`config.mk`:
```
export PLATFORM = sky130hd
export DESIGN_NAME = uart_rx_flat
export DESIGN_NICKNAME = d
export VERILOG_FILES = /design/src/rtl/uart_rx_if.sv /design/src/rtl/uart_rx.sv /design/src/flat_wrapper.sv
export SDC_FILE = /design/constraint.sdc
export NUM_CORES = 1
export LEC_CHECK = 0
export CAP_MARGIN = 20
export CORE_MARGIN = 5
export CORE_UTILIZATION = 50
export CTS_CLUSTER_SIZE = 30
export DETAILED_ROUTE_END_ITERATION = 12
export GPL_TIMING_DRIVEN = 0
export PLACE_DENSITY = 0.74
export SLEW_MARGIN = 15
export SYNTH_ARGS = -nofsm -noshare
export SYNTH_HDL_FRONTEND = slang
export SYNTH_SLANG_ARGS = --single-unit
```
`constraint.sdc`:
```
create_clock -name clk -period 2 [get_ports clk]
set_input_delay 0.5 -clock clk [delete_from_list [all_inputs] [get_ports clk]]
set_output_delay 0.5 -clock clk [all_outputs]
set_load 0.01 [all_outputs]
```
`src/rtl/uart_rx_if.sv`:
```
// Serial receive bus: tick and line in, received word plus status out.
// The slave modport is the receiver side, the master modport is whoever drives the line.
interface uart_rx_if #(
    parameter int DBIT = 8
);
    logic            s_tick;
    logic            rx;
    logic [DBIT-1:0] rx_data;
    logic            rx_done;
    logic            frame_err;
    logic            parity_err;
    logic            busy;

    modport master (
        output s_tick, rx,
        input  rx_data, rx_done, frame_err, parity_err, busy
    );

    modport slave (
        input  s_tick, rx,
        output rx_data, rx_done, frame_err, parity_err, busy
    );
endinterface

```
`src/rtl/uart_rx.sv`:
```
// UART receiver driven by a 16x oversampling tick: mid-bit start validation,
// LSB-first data, optional parity, stop-bit sampling and a one-cycle done strobe.
module uart_rx #(
    parameter int DBIT       = 8,
    parameter int SB_TICK    = 16,
    parameter int PARITY_EN  = 0,
    parameter int PARITY_ODD = 0
) (
    input  logic       clk,
    input  logic       reset_n,
    uart_rx_if.slave   bus
);
    typedef enum logic [2:0] {
        IDLE   = 3'd0,
        START  = 3'd1,
        DATA   = 3'd2,
        PARITY = 3'd3,
        STOP   = 3'd4
    } state_t;

    function automatic logic par_acc(input logic acc, input logic bit_in);
        return acc ^ bit_in;
    endfunction

    state_t          state_q, state_d;
    logic            sync1_q, sync1_d;
    logic            rx_s_q, rx_s_d;
    logic            rx_q, rx_q_d;
    logic [4:0]      s_q, s_d;
    logic [2:0]      n_q, n_d;
    logic [DBIT-1:0] b_q, b_d;
    logic            p_q, p_d;
    logic [DBIT-1:0] rx_data_q, rx_data_d;
    logic            rx_done_q, rx_done_d;
    logic            frame_err_q, frame_err_d;
    logic            parity_err_q, parity_err_d;
    logic            busy_q, busy_d;

    // Next-state, counters, datapath and output updates.
    always_comb begin
        state_d      = state_q;
        s_d          = s_q;
        n_d          = n_q;
        b_d          = b_q;
        p_d          = p_q;
        rx_data_d    = rx_data_q;
        rx_done_d    = 1'b0;
        frame_err_d  = frame_err_q;
        parity_err_d = parity_err_q;
        sync1_d      = bus.rx;
        rx_s_d       = sync1_q;
        rx_q_d       = rx_s_q;
        case (state_q)
            IDLE: begin
                // Only a fresh 1->0 transition starts a frame, so a held break never retriggers.
                if (rx_q && !rx_s_q) begin
                    state_d = START;
                    s_d     = 5'd0;
                end else begin
                    state_d = IDLE;
                end
            end
            START: begin
                if (bus.s_tick) begin
                    if (s_q == 5'd7) begin
                        s_d = 5'd0;
                        if (!rx_s_q) begin
                            state_d = DATA;
                            n_d     = 3'd0;
                            p_d     = 1'(PARITY_ODD);
                        end else begin
                            state_d = IDLE;
                        end
                    end else begin
                        s_d = s_q + 5'd1;
                    end
                end else begin
                    s_d = s_q;
                end
            end
            DATA: begin
                if (bus.s_tick) begin
                    if (s_q == 5'd15) begin
                        s_d = 5'd0;
                        b_d = {rx_s_q, b_q[DBIT-1:1]};
                        p_d = par_acc(p_q, rx_s_q);
                        if (n_q == 3'(DBIT - 1)) begin
                            state_d = (PARITY_EN != 0) ? PARITY : STOP;
                        end else begin
                            n_d = n_q + 3'd1;
                        end
                    end else begin
                        s_d = s_q + 5'd1;
                    end
                end else begin
                    s_d = s_q;
                end
            end
            PARITY: begin
                if (bus.s_tick) begin
                    if (s_q == 5'd15) begin
                        s_d     = 5'd0;
                        p_d     = par_acc(p_q, rx_s_q);
                        state_d = STOP;
                    end else begin
                        s_d = s_q + 5'd1;
                    end
                end else begin
                    s_d = s_q;
                end
            end
            STOP: begin
                if (bus.s_tick) begin
                    if (s_q == 5'(SB_TICK - 1)) begin
                        s_d          = 5'd0;
                        rx_data_d    = b_q;
                        frame_err_d  = ~rx_s_q;
                        parity_err_d = (PARITY_EN != 0) && (p_q != 1'b0);
                        rx_done_d    = 1'b1;
                        state_d      = IDLE;
                    end else begin
                        s_d = s_q + 5'd1;
                    end
                end else begin
                    s_d = s_q;
                end
            end
            default: begin
                state_d = IDLE;
                s_d     = 5'd0;
            end
        endcase
        busy_d = (state_d != IDLE);
    end

    // State and output registers; synchroniser flops reset to the idle-high line level.
    always_ff @(posedge clk or negedge reset_n) begin
        if (!reset_n) begin
            state_q      <= IDLE;
            sync1_q      <= 1'b1;
            rx_s_q       <= 1'b1;
            rx_q         <= 1'b1;
            s_q          <= 5'd0;
            n_q          <= 3'd0;
            b_q          <= '0;
            p_q          <= 1'b0;
            rx_data_q    <= '0;
            rx_done_q    <= 1'b0;
            frame_err_q  <= 1'b0;
            parity_err_q <= 1'b0;
            busy_q       <= 1'b0;
        end else begin
            state_q      <= state_d;
            sync1_q      <= sync1_d;
            rx_s_q       <= rx_s_d;
            rx_q         <= rx_q_d;
            s_q          <= s_d;
            n_q          <= n_d;
            b_q          <= b_d;
            p_q          <= p_d;
            rx_data_q    <= rx_data_d;
            rx_done_q    <= rx_done_d;
            frame_err_q  <= frame_err_d;
            parity_err_q <= parity_err_d;
            busy_q       <= busy_d;
        end
    end

    assign bus.rx_data    = rx_data_q;
    assign bus.rx_done    = rx_done_q;
    assign bus.frame_err  = frame_err_q;
    assign bus.parity_err = parity_err_q;
    assign bus.busy       = busy_q;
endmodule
```
`src/flat_wrapper.sv`:
```
// flat-port wrapper written by rule: the top's interface ports become plain ports
module uart_rx_flat 
#(
    parameter int DBIT       = 8,
    parameter int SB_TICK    = 16,
    parameter int PARITY_EN  = 0,
    parameter int PARITY_ODD = 0
)
  (clk, reset_n, bus_s_tick, bus_rx, bus_rx_data, bus_rx_done, bus_frame_err, bus_parity_err, bus_busy);
  uart_rx_if #(.DBIT(DBIT)) bus_i ();
  input  logic clk;
  input  logic reset_n;
  input wire logic [$bits(bus_i.s_tick)-1:0] bus_s_tick;
  input wire logic [$bits(bus_i.rx)-1:0] bus_rx;
  output wire logic [$bits(bus_i.rx_data)-1:0] bus_rx_data;
  output wire logic [$bits(bus_i.rx_done)-1:0] bus_rx_done;
  output wire logic [$bits(bus_i.frame_err)-1:0] bus_frame_err;
  output wire logic [$bits(bus_i.parity_err)-1:0] bus_parity_err;
  output wire logic [$bits(bus_i.busy)-1:0] bus_busy;
  assign bus_i.s_tick = bus_s_tick;
  assign bus_i.rx = bus_rx;
  assign bus_rx_data = bus_i.rx_data;
  assign bus_rx_done = bus_i.rx_done;
  assign bus_frame_err = bus_i.frame_err;
  assign bus_parity_err = bus_i.parity_err;
  assign bus_busy = bus_i.busy;
  uart_rx #(.DBIT(DBIT), .SB_TICK(SB_TICK), .PARITY_EN(PARITY_EN), .PARITY_ODD(PARITY_ODD)) u_core (.clk(clk), .reset_n(reset_n), .bus(bus_i));
endmodule
```
---- Word level (Yosys, flattened, before mapping) ----
Cells that the tools add are included.
storage, ports and cells
  bits in registers ....................... 33
  input port bits ......................... 4
  output and inout bits ................... 12
operators by class
  add/sub/neg operators ................... 2
  equal/unequal tests ..................... 15
  multiplexer cells ....................... 28
  bitwise gates (word level) .............. 1
  reductions and logical operators ........ 10
operators by type and width
  cell                 count
  $mux 3               15
  $mux 5               5
  $pmux 3 s5           1
  $pmux 5 s3           1
  $reduce_and 3->1     3
  $ne 2x1->1 const B   4
  $ne 2x2->1 const B   4
  $reduce_and 7->1     1
  $eq 3x2->1 const B   2
  $eq 3x3->1 const B   2
  $pmux 3 s2           1
  $add 5x1->5 const B  1
  $eq 5x3->1 const B   1
  $eq 5x4->1 const B   1
  $mux 1               4
  $add 3x1->3 const B  1
  $eq 3x1->1 const B   1
  $logic_not 3->1      1
  $reduce_bool 3->1    1
  $reduce_or 3->1      1
  $mux 2               1
  $reduce_bool 2->1    1
  $logic_and 1x1->1    1
  $logic_not 1->1      1
  $not 1->1            1

---- Longest topological paths before layout ----
  depth after elaboration ................. 6
  gate-level depth with buffers ........... 8
  mapped depth without buffers ............ 8

---- Least setup slack after synthesis ----
No wires, ideal clock.
  path kind ............................... flip-flop to flip-flop
  start point ............................. register u_core.s_q[0]
  end point ............................... register u_core.n_q[0]
  setup time .............................. 0.125 ns
  data arrival time ....................... 1.937 ns
  slack ................................... -0.061 ns
  stages on the path, launching flop included .. 9
  buffers on the path ..................... 1
  cells stage by stage .................... dfrtp_1 ha_1 and3_1 ha_1 and2_2 and4bb_2 buf_2 nor2b_1 mux2_2
on the way
  cells in the longest elaborated chain, start to end .. 3
ends and longest elaborated chain
  what                                      line                          source
  from (decl)                               uart_rx.sv:29                 logic [4:0] s_q, s_d;
  from (signal assigned)                    uart_rx.sv:143                s_q <= 5'd0;
  from (signal assigned)                    uart_rx.sv:157                s_q <= s_d;
  $eq 5x4->1 or $eq 5x3->1 (tied branches)  uart_rx.sv:83, uart_rx.sv:65
  $ne 2x1->1 (no line)                      --
  $reduce_and 7->1 (no line) *              --
  to (signal assigned)                      uart_rx.sv:158                n_q <= n_d;
  to (decl)                                 uart_rx.sv:30                 logic [2:0] n_q, n_d;
Mark *: on every way between the ends. The rest lies on a longest branch, timed or not.
A chain may end at the register's enable or synchronous reset.

---- Worst setup path after layout ----
Same ends and word-level chain as after synthesis.

==> flow_metrics.env <==
export IMPL_outcome="finished clean"
export IMPL_antenna_cells=0
export IMPL_crit_path_end_kind="flop"
export IMPL_setup_slack_ns=0.0619
export IMPL_final_util=0.626
export IMPL_synth_async_reset_ratio=1.00
export IMPL_antenna_found_initial=0
export IMPL_vias_per_cell=5.50
export IMPL_post_place_ws_ns=-0.121
export IMPL_p_per_area_nw_per_um2=791
export IMPL_drt_iter0_drc=78
export IMPL_port_buffers=13
export IMPL_fmax_mhz=516
export IMPL_maxSlewHeadroom=0.526
export IMPL_drive_above_1_share=0.361
export IMPL_grt_usage=0.166
export IMPL_synthCells=130
export IMPL_p_sw_frac=0.287
export IMPL_hold_violations=0
export IMPL_final_antenna_net_count=0
export IMPL_crit_type="flop to flop"
export IMPL_pwr_share_comb=0.241
export IMPL_leakagePower_nw=0.885
export IMPL_netlist_area_leader_share=0.460
export IMPL_muxShareOfSynthArea=0.137
export IMPL_hold_path_class="input pin to async pin"
export IMPL_worstMarginPinSlew_ns=0.711
export IMPL_synthFlopType="dfrtp_1"
export IMPL_crit_arrival_ns=2.16
export IMPL_finalNetCount=164
export IMPL_drt_wl_total_um=3120
export IMPL_num_io_pins=16
export IMPL_grt_start_max_net_pins=34
export IMPL_core_um2=3100
export IMPL_min_period_over_period=0.969
export IMPL_rsz0062_at_grt="true"
export IMPL_route_vias_total=1095
export IMPL_die_w_um=67.1
export IMPL_hold_buffers=0
export IMPL_drc_errors=0
export IMPL_rows=20
export IMPL_synth_compound_area_share=0.0989
export IMPL_fp_dieH_um=67.1
export IMPL_dr_pass1_iters=4
export IMPL_synth_most_common_cell="dfrtp_1"
export IMPL_cp_start_kind="flop"
export IMPL_gr_total_overflow=0
export IMPL_drv_cap=0
export IMPL_synth_edff_count=0
export IMPL_synth_area_leader_cell="dfrtp_1"
export IMPL_clockRootBuffer="clkbuf_4"
export IMPL_finalSetupViolCount=0
export IMPL_syn_nets=140
export IMPL_synth_commonest_cells="dfrtp_1, mux2_2, nor2_1"
export IMPL_cts_tree="yes"
export IMPL_cts_made_buffers=5
export IMPL_htreeDepth=2
export IMPL_wire_per_inst_um=15.7
export IMPL_syn_area_um2=1630
export IMPL_dieArea_um2=4510
export IMPL_synth_xor_area_frac=0
export IMPL_synth_avg_cell_area_um2=12.6
export IMPL_synth_area_top_cells="dfrtp_1, mux2_2, dfstp_2"
export IMPL_drv_slew=0
export IMPL_power_frac_seq=0.506
export IMPL_grt_first_pass_wirelength_um=5580
export IMPL_switching_power_w=0.000442
export IMPL_grt_pass1_vias=1157
export IMPL_pwr_share_clk=0.253
export IMPL_synth_warning_count=0
export IMPL_yosysSeqAreaShare=0.508
export IMPL_syn_to_final_growth_pct=19.1
export IMPL_synthAdderAreaFrac=0.0460
export IMPL_netlist_cell_type_count=42
export IMPL_ys_ff_latch=33
export IMPL_synth_top_family_by_area="simple AND/OR/NAND/NOR gates"
export IMPL_synth_simple_gate_area_frac=0.166
export IMPL_worstPathRequired_ns=2.22
export IMPL_internal_power_w=0.00110
export IMPL_peakVddDrop_v=0.000561
export IMPL_start_util=0.526
export IMPL_layout_min_cycle_time_ns=1.94
export IMPL_dp_hpwl_um=2140
export IMPL_cp_max_fo=7
export IMPL_cts_clk_slew_worst_paths_ns=0.10
export IMPL_clkSinkCount=33
export IMPL_place_congestion=0.885
export IMPL_insertion_delay_ns=0.33
export IMPL_finClkSkew_ns=0.0102
export IMPL_clk_path_buf_depth=2
[cells by family (layout without fill, tap and decap cells)]
logic type      count (synthesis)  in the layout
compound gates                 17             17
fa+ha+maj                       6              6
buf+inv                        11             36
flops                          33             33
mux                            20             20
other cells                     1              1
simple gates                   42             42
[worst max-delay path, stage by stage, from the launching register on]
cell and delay [ns]:
dfrtp_1 0.38, ha_2 0.19, and3_4 0.20, ha_4 0.18
and4bb_1 0.19, a31oi_1 0.04, or3b_4 0.39, mux2_4 0.26
[cells in the final DEF, fill, tap and decap left out, types with 2 or more instances in the layout]
master and instances:
or3b_4 2, a22o_1 2, dfstp_2 3, o32ai_1 2
clkdlybuf4s50_1 12, ha_1 4, mux2i_1 2, a31oi_1 2
nor3_1 3, nand3_1 2, nor2_1 10, nand2_1 6
buf_2 3, nand2b_1 2, o211ai_1 2, mux2_2 16
buf_4 7, dfrtp_1 30, clkbuf_4 5, or3b_1 2
a221o_1 2, inv_1 4, buf_6 2, mux2_4 2
[power by group through the flow]
stage / Sequential, W / Clock [W] / Combinational (W)
after floorplan: 0.000778 / 0 / 0.000218
after global placement: 0.000786 / 0 / 0.000270
after detailed placement: 0.000793 / 0 / 0.000286
after CTS: 0.000775 / 0.000404 / 0.000341
after global routing: 0.000783 / 0.000441 / 0.000415
final: 0.000778 / 0.000389 / 0.000371
[sequential cells by signal (all words and copies together), names as in the netlist]
name and flops:
u_core.b_q 8, u_core.rx_q 1, u_core.s_q 5, u_core.n_q 3, u_core.bus.rx_data 8, u_core.bus.frame_err 1
u_core.state_q 3, u_core.rx_q_d 1, u_core.bus.busy 1, u_core.rx_s_d 1, u_core.bus.rx_done 1
[cell type report]
cell class / instances / area, um2
multi-input combinational: 86 / 771
buffer: 6 / 47.5
timing repair buffer: 18 / 163
tap: 44 / 55.1
inverter: 4 / 15.0
sequential: 33 / 830
clock inverter: 1 / 7.51
fill: 281 / 1160
clock buffer: 7 / 55.1
[path summary, 6_finish.rpt]
kind	startpoint	end	slack, ns	cells past startpoint
setup / recovery	u_core.s_q[0]	u_core.n_q[0]	0.06	7
hold / removal	reset_n	u_core.n_q[2]	0.22	1
setup reg to reg	u_core.s_q[0]	u_core.n_q[0]	0.06	7
hold reg to reg	u_core.rx_s_d	u_core.rx_q_d	0.37	0
max in group asynchronous	reset_n	u_core.bus.frame_err	1.33	1
min in group clk	u_core.rx_s_d	u_core.rx_q_d	0.37	0
[per-layer routing]
metal	track usage	vias to the layer above	wire length [um]
li1	-	516	-
met1	0.207	546	1310
met2	0.267	27	1600
met3	0.0607	6	168
met4	0.0532	0	41
met5	0	-	0
[repair_timing]
item / 4_1_cts / 5_1_grt
buffers inserted: 3 / 2
pin swaps: 1 / 3
resized for setup: 3 / 5
endpoints found under the setup margin: 23 / 15
[metrics by stage]
step | total power (W) | cells | instance area (um2) | TNS [ns] | hold WS (ns)
3_5_place_dp | 0.00108 | 187 | 1820 | -1.10 | 0.356
4_1_cts | 0.00152 | 197 | 1910 | 0 | 0.235
6_report | 0.00154 | 199 | 1940 | 0 | 0.220
2_1_floorplan | 0.000996 | 130 | 1640 | 0 | 0.204
5_1_grt | 0.00164 | 199 | 1940 | -0.0276 | 0.264
3_3_place_gp | 0.00106 | 187 | 1820 | -4.02 | 0.346
Note: power is estimated with default switching activity, not from simulation.
